## src/rtl/router_rr_pipe.sv

```systemverilog
// NUM_IN x NUM_OUT packet router: per-output round-robin arbiter feeding a one-entry registered slot.
// Optional build macro ROUTER_DROP_CNT_EN adds a saturating counter of illegal-destination drops.
module router_rr_pipe #(
  parameter int NUM_IN  = 4,
  parameter int NUM_OUT = 3,
  parameter int DATA_W  = 8,
  localparam int DEST_W = (NUM_OUT > 2) ? $clog2(NUM_OUT) : 1,
  localparam int SRC_W  = (NUM_IN > 2) ? $clog2(NUM_IN) : 1
) (
  input  logic                      clk,
  input  logic                      rst_n,
  input  logic [NUM_IN-1:0]         in_valid,
  output logic [NUM_IN-1:0]         in_ready,
  input  logic [NUM_IN*DEST_W-1:0]  in_dest,
  input  logic [NUM_IN*DATA_W-1:0]  in_data,
  output logic [NUM_OUT-1:0]        out_valid,
  input  logic [NUM_OUT-1:0]        out_ready,
  output logic [NUM_OUT*DATA_W-1:0] out_data,
  output logic [NUM_OUT*SRC_W-1:0]  out_src
`ifdef ROUTER_DROP_CNT_EN
  ,
  output logic [15:0]               drop_cnt
`endif
);

  logic [NUM_IN-1:0][DEST_W-1:0]   dest;
  logic [NUM_IN-1:0]               legal;
  logic [NUM_OUT-1:0][NUM_IN-1:0]  req;
  logic [NUM_OUT-1:0]              any_req;
  logic [NUM_OUT-1:0]              load_en;
  logic [NUM_OUT-1:0]              grant;
  logic [NUM_OUT-1:0][SRC_W-1:0]   win_idx;

  logic [NUM_OUT-1:0][SRC_W-1:0]   ptr_q, ptr_d;
  logic [NUM_OUT-1:0]              out_valid_q, out_valid_d;
  logic [NUM_OUT-1:0][DATA_W-1:0]  out_data_q, out_data_d;
  logic [NUM_OUT-1:0][SRC_W-1:0]   out_src_q, out_src_d;

  always_comb begin : decode
    for (int i = 0; i < NUM_IN; i++) begin
      dest[i]  = in_dest[i*DEST_W +: DEST_W];
      legal[i] = 32'(dest[i]) < 32'(NUM_OUT);
    end
    for (int o = 0; o < NUM_OUT; o++) begin
      for (int i = 0; i < NUM_IN; i++) begin
        req[o][i] = in_valid[i] & legal[i] & (32'(dest[i]) == 32'(o));
      end
    end
  end

  // Scan from ptr+NUM_IN-1 down to ptr so the last hit is the first requester at or after ptr.
  always_comb begin : arbitrate
    int idx;
    idx = 0;
    for (int o = 0; o < NUM_OUT; o++) begin
      load_en[o] = ~out_valid_q[o] | out_ready[o];
      any_req[o] = 1'b0;
      win_idx[o] = '0;
      for (int k = NUM_IN - 1; k >= 0; k--) begin
        idx = int'(ptr_q[o]) + k;
        if (idx >= NUM_IN) idx = idx - NUM_IN;
        if (req[o][idx[SRC_W-1:0]]) begin
          any_req[o] = 1'b1;
          win_idx[o] = idx[SRC_W-1:0];
        end
      end
    end
  end

  // NOTE: every signal driven here gets a default first, so no path through the loops can infer a latch.
  always_comb begin : route
    out_valid_d = out_valid_q;
    out_data_d  = out_data_q;
    out_src_d   = out_src_q;
    ptr_d       = ptr_q;
    for (int o = 0; o < NUM_OUT; o++) begin
      grant[o] = rst_n & any_req[o] & load_en[o];
      if (grant[o]) begin
        out_valid_d[o] = 1'b1;
        out_src_d[o]   = win_idx[o];
        for (int i = 0; i < NUM_IN; i++) begin
          if (win_idx[o] == SRC_W'(i)) out_data_d[o] = in_data[i*DATA_W +: DATA_W];
        end
        ptr_d[o] = (32'(win_idx[o]) == 32'(NUM_IN - 1)) ? '0 : win_idx[o] + 1'b1;
      end else if (out_ready[o]) begin
        out_valid_d[o] = 1'b0;
      end
    end
    // Illegal destinations are always accepted and discarded; legal ones need a live grant.
    for (int i = 0; i < NUM_IN; i++) begin
      in_ready[i] = ~legal[i];
      for (int o = 0; o < NUM_OUT; o++) begin
        if (grant[o] && win_idx[o] == SRC_W'(i)) in_ready[i] = 1'b1;
      end
    end
  end

  // NOTE: the slot payload is cleared on reset too, because out_data/out_src must read zero during reset.
  always_ff @(posedge clk or negedge rst_n) begin
    if (!rst_n) begin
      out_valid_q <= '0;
      out_data_q  <= '0;
      out_src_q   <= '0;
      ptr_q       <= '0;
    end else begin
      // NOTE: non-blocking assignments keep every flop sampling pre-edge values.
      out_valid_q <= out_valid_d;
      out_data_q  <= out_data_d;
      out_src_q   <= out_src_d;
      ptr_q       <= ptr_d;
    end
  end

  assign out_valid = out_valid_q;
  assign out_data  = out_data_q;
  assign out_src   = out_src_q;

`ifdef ROUTER_DROP_CNT_EN
  logic [15:0] drop_cnt_q, drop_cnt_d;
  logic [16:0] drop_sum;

  always_comb begin
    drop_sum = {1'b0, drop_cnt_q};
    for (int i = 0; i < NUM_IN; i++) begin
      if (in_valid[i] && !legal[i]) drop_sum = drop_sum + 17'd1;
    end
    drop_cnt_d = drop_sum[16] ? 16'hFFFF : drop_sum[15:0];
  end

  always_ff @(posedge clk or negedge rst_n) begin
    if (!rst_n) drop_cnt_q <= '0;
    else        drop_cnt_q <= drop_cnt_d;
  end

  assign drop_cnt = drop_cnt_q;
`else
  // Default build: illegal-destination payloads are discarded without being counted.
`endif

endmodule

```

## config.mk

```make
export PLATFORM = sky130hd
export DESIGN_NAME = router_rr_pipe
export DESIGN_NICKNAME = d
export VERILOG_FILES = /design/src/rtl/router_rr_pipe.sv
export SDC_FILE = /design/constraint.sdc
export NUM_CORES = 1
export LEC_CHECK = 0
export CORE_UTILIZATION = 43
export CTS_BUF_LIST = sky130_fd_sc_hd__clkbuf_8
export CTS_CLUSTER_SIZE = 12
export DETAILED_ROUTE_END_ITERATION = 8
export GPL_ROUTABILITY_DRIVEN = 1
export PLACE_DENSITY = 0.73
export SYNTH_ARGS = -nofsm -noshare
export SYNTH_HDL_FRONTEND = slang
export SYNTH_SLANG_ARGS = --single-unit
```

## constraint.sdc

```tcl
create_clock -name clk -period 3.2 [get_ports clk]
set_clock_uncertainty 0.05 [all_clocks]
set_input_delay 0.32 -clock clk [delete_from_list [all_inputs] [get_ports clk]]
set_output_delay 0.32 -clock clk [all_outputs]
set_load 0.1 [all_outputs]
```

* Word-level counts from Yosys, hierarchy flattened
Index checks and enable logic that the tools add are counted.
Word-level totals: logic and storage cells 234, bits of input ports 49, bits in registers 39
Cells by class: bitwise logic cells 32, magnitude comparators 28, equality and inequality tests 17, reduce and logical (&&, ||, !) cells 28, add/subtract/negate cells 24, muxes and demuxes 93
Operators by type and width (count):
- $mux W8 | 12
- $mux W2 | 27
- $mux W1 | 42
- $lt A2 B3 Y1 const B | 12
- $ge A3 B3 Y1 const B | 9
- $bmux W1 S2 | 12
- $sub A2 B1 Y2 const B | 12
- $and A1 B1 Y1 | 22
- $eq A2 B2 Y1 const B | 10
- $add A2 B2 Y3 const B | 6
- $eq A2 B1 Y1 const B | 7
- $logic_not A2 Y1 | 7
- $logic_and A1 B1 Y1 | 12
- $reduce_bool A4 Y1 | 3
- $add A2 B1 Y3 const B | 3
- $ge A2 B3 Y1 const B | 3
- $lt A2 B2 Y1 const B | 4
- $not A1 Y1 | 7
- $add A2 B1 Y2 const B | 3
- $reduce_and A2 Y1 | 3
- $reduce_bool A2 Y1 | 3
- $or A1 B1 Y1 | 3

* Depth between registers and ports, before layout
depth after elaboration 15, depth in mapped cells 11, gate-level depth less buffers 9

* Least setup slack after synthesis
Ideal clock, no wire load.
path kind input-to-output, from in in_dest[5], to out in_ready[2], slack 189 ps, cell stages on the path 9, path buffers 2, data arrival time 2641 ps, cells stage by stage nor3b_2 -> mux2i_1 -> o221a_2 -> inv_1 -> ha_1 -> clkbuf_1 -> clkbuf_1 -> nand3_1 -> nand3_1
RTL lines:
- from (decl) | RTL line 14 | input logic [NUM_IN*DEST_W-1:0] in_dest,
- to (decl) | RTL line 13 | output logic [NUM_IN-1:0] in_ready,

==> impl_results.md <==
- CP max-delay cell: clkdlybuf4s50_1
- Clock-pin slew on the worst setup and hold paths: about 0.080 ns
- Tmin final: about 3.0 ns
- CP endpoint kind: primary output
- Commonest non-fill, non-tap cell in the layout: clkdlybuf4s50_1
- Net Count, Synth: between 300 and 400
- Max cap viols: 0
- Post-Syn Area: around 0.0030 mm²
- CP Max Fanout: 17
- # fillers: 550
- ANT cells: 0
- Pins Over Slew Limit: 0
- Largest net degree at the start of global routing: 38
- Die Footprint: approximately 0.0073 mm²
- IO buf count: 85
- Setup CP Type: in -> out
- Tcrit/Tclk final: 94.25%
- Via/cell ratio: roughly 5.8
- Critical path arrival: 2.65 ns
- Placer Congestion: between 0.8 and 0.9
- Worst EP required: between 2 and 3 ns
- Width of the die: roughly 85 µm
- CTS Buf Count: 5
- Most frequent cells in the layout: 80 x clkdlybuf4s50_1, 56 x mux2_2, 39 x dfrtp_1
- Max stage delay on crit path: around 0.47 ns
- Pwr Total: approximately 3.4 mW
- Endpoints failing setup: 0
- Total number of vias: between 2,000 and 3,000
- Clock sink count: 39
- Switching pwr: just under 2 mW
- Final core occ: 63.41%
- WL per Instance: around 17 µm
- Worst R2R End: out_data[2]
- Mapped Cells: 294
- Clk Latency, worst-skew pair: 0.30 ns
- Sequential share of the synthesized area: around a third
- Vias in the first global route: around 2,900
- Seq cells post-synth: 39
- Async set-reset flop share out of synthesis: between 90% and 100%
- Status: finished clean
- Starting density of the core: 44.22%
- Worst Reg2Reg Path Length in Cells: 10
- Ys Warns: 0
- Max VDD drop: ~730 µV
- Syn_area_per_cell: approximately 10 µm²
- Pwr dens: roughly 800 mW/mm²
- Layout cell share with drive strength beyond 1: 26.42%
- RR Startpoint: ptr_q[0]
- Switch share: between 50% and 60%
- Ys flop type: dfrtp_1
- First-pass GRT wire length: between 10 and 15 mm
- Initial antenna violation count: 0
- Max Freq: between 300 and 400 MHz
- Drt first-iter violations: approximately 120
- Remaining routing DRC violations: 0
- TritonCTS clock tree: yes
- Core Rows: 30
- Area Growth Syn to Fin: 43.38%
- Hold Crit Class: in -> async
- Hold Fails Final Rpt: 0
- Global route total overflow: 0
- Number of synthesized flops with an enable pin: 0
- GRT Total Usage: between 20 and 25%
- P_leak: around 1.7 nW
- Pre-antenna DRT Iters: 4
- R2R setup slack: roughly 0.42 ns
- Post-DP HPWL: about 6.5 mm
- Core area: ~0.0068 mm²
- Post-CTS Setup Bufs: 0
- Yosys cell types: 36
- Worst slew pin tran: slightly below 1 ns
- RSZ-0062 raised after global routing: no
- Flop pwr share: ~23%
- Routed WL: 8.430 mm
- Nets: 465
- Slew HR: approximately a third
- Die H: 85.36 µm
- Critical Path Start Type: input pin
- CTS Root Cell: clkbuf_8
- H-tree depth: 2
- Clock power frac: a little under a tenth
- Final antenna-violating net count: 0
- Clock Path Buffers: 2
- Int Pwr: roughly 1.5 mW
- Logic pwr share: 67.4%
- I/O Pins: 86
- Worst path cell trace: clkdlybuf4s50_1, buf_4, nand3b_1, mux2_2, o211a_1, inv_1, ha_1, buf_12, nand3_1, nand3_1, buf_12
[power groups by stage]
| stage | clock [mW] | combinational (mW) | sequential [mW] |
|---|---|---|---|
| global route | 0.350 | 2.40 | 0.818 |
| detailed placement | 0 | 2.31 | 0.802 |
| finish | 0.326 | 2.32 | 0.793 |
| floorplan | 0 | 0.471 | 2.02 |
| CTS | 0.332 | 2.32 | 0.795 |
| global placement | 0 | 2.29 | 0.802 |
[worst max-delay path: cells and delay by family]
family                     cells  cell delay (ns)
adders and majority gates      1             0.22
buffers and inverters          5             1.10
and+or+nand+nor                3             0.44
muxes                          1             0.30
AOI/OAI and AO/OA              1             0.26
[metrics by stage]
stage / instances / setup TNS (ns) / worst slack [ns] / hold WS [ns] / area [µm²]
after floorplan: 294 / 0 / 0.1890 / -0.02559 / 2988
after global placement: 476 / 0 / 0.06098 / 0.1241 / 4180
after detailed placement: 476 / -1.328 / -0.1808 / 0.1246 / 4180
after CTS: 485 / 0 / 0.1094 / 0.3501 / 4272
after global routing: 485 / 0 / 0.04755 / 0.3629 / 4284
final: 485 / 0 / 0.1839 / 0.3728 / 4284
[Yosys cell counts (2+ instances only)]
library cell  number  area [µm²]
or3b_2             2       17.52
nor4_1             3       18.77
dfrtp_1           39       975.9
clkbuf_1           9       33.78
o21a_1             2       15.01
nor2_1             3       11.26
a41o_1             2       20.02
a41oi_1            2       17.52
nand2_1           28       105.1
nor3b_2            2       25.02
and3b_1            2       17.52
nand3b_1          11       82.58
nor2b_1            3       18.77
ha_1              12       150.1
nor3b_1            2       15.01
nor3_4             3       48.80
o41ai_1            3       26.28
o21ai_0           33       165.2
o211a_1            2       20.02
mux2i_1           25       250.2
nand3_1           14       70.07
mux2_2            56       630.6
a32oi_1            4       35.03
and4b_1            2       20.02
buf_2              3       15.01
inv_1              9       33.78
a22oi_1            2       15.01
nand2b_1           4       25.02
a21oi_1            5       25.02
[what timing repair did]
item	4_1_cts	5_1_grt
hold buffers	1	0
gates resized for setup	0	2
hold endpoints to repair	2	0
endpoints found under the setup margin	0	9
[registers in the layout, indices dropped and copies added (netlist names)]
| name | cells |
|---|---|
| out_data | 24 |
| out_src | 6 |
| ptr_q | 6 |
| out_valid | 3 |
[cells by family after synthesis]
family,count (synthesis),synth area share [%]
multiplexers,81,29.48
AND/OR/NAND/NOR,81,16.58
AO/OA/AOI/OAI,60,13.48
flip-flops,39,32.66
buffers and inverters,21,2.764
adder cells (fa/ha/maj),12,5.025
[layer usage]
layer  vias up  track usage (%)  share of wire (%)
met4         0            8.788                1.2
met3        10            5.156                6.2
met1      1355            31.26                 45
met5         -                0                  0
met2        97            41.13                 48
li1       1327                -                  -
[worst max path at each step]
stage,start,endpoint,slack (ns),cells after the start
after floorplan,in_dest[5],in_ready[2],0.19,9
after global placement,in_valid[2],out_data[0],0.06,10
after detailed placement,in_valid[2],out_data[4],-0.18,10
after CTS,in_valid[2],out_data[4],0.11,10
after global routing,in_dest[5],in_ready[2],0.05,11
final,in_dest[5],in_ready[2],0.18,11
[layout make-up]
class / instances / area (µm²) / area share [%]
multi-input combinational: 234 / 1942 / 45.33
tap: 80 / 100.1 / 2.336
clock buffer: 5 / 68.82 / 1.606
sequential: 39 / 975.9 / 22.78
clock inverter: 3 / 12.51 / 0.2921
timing repair buffer: 115 / 1151 / 26.87
inverter: 9 / 33.78 / 0.7886
Power figures use the tool's default switching activity.
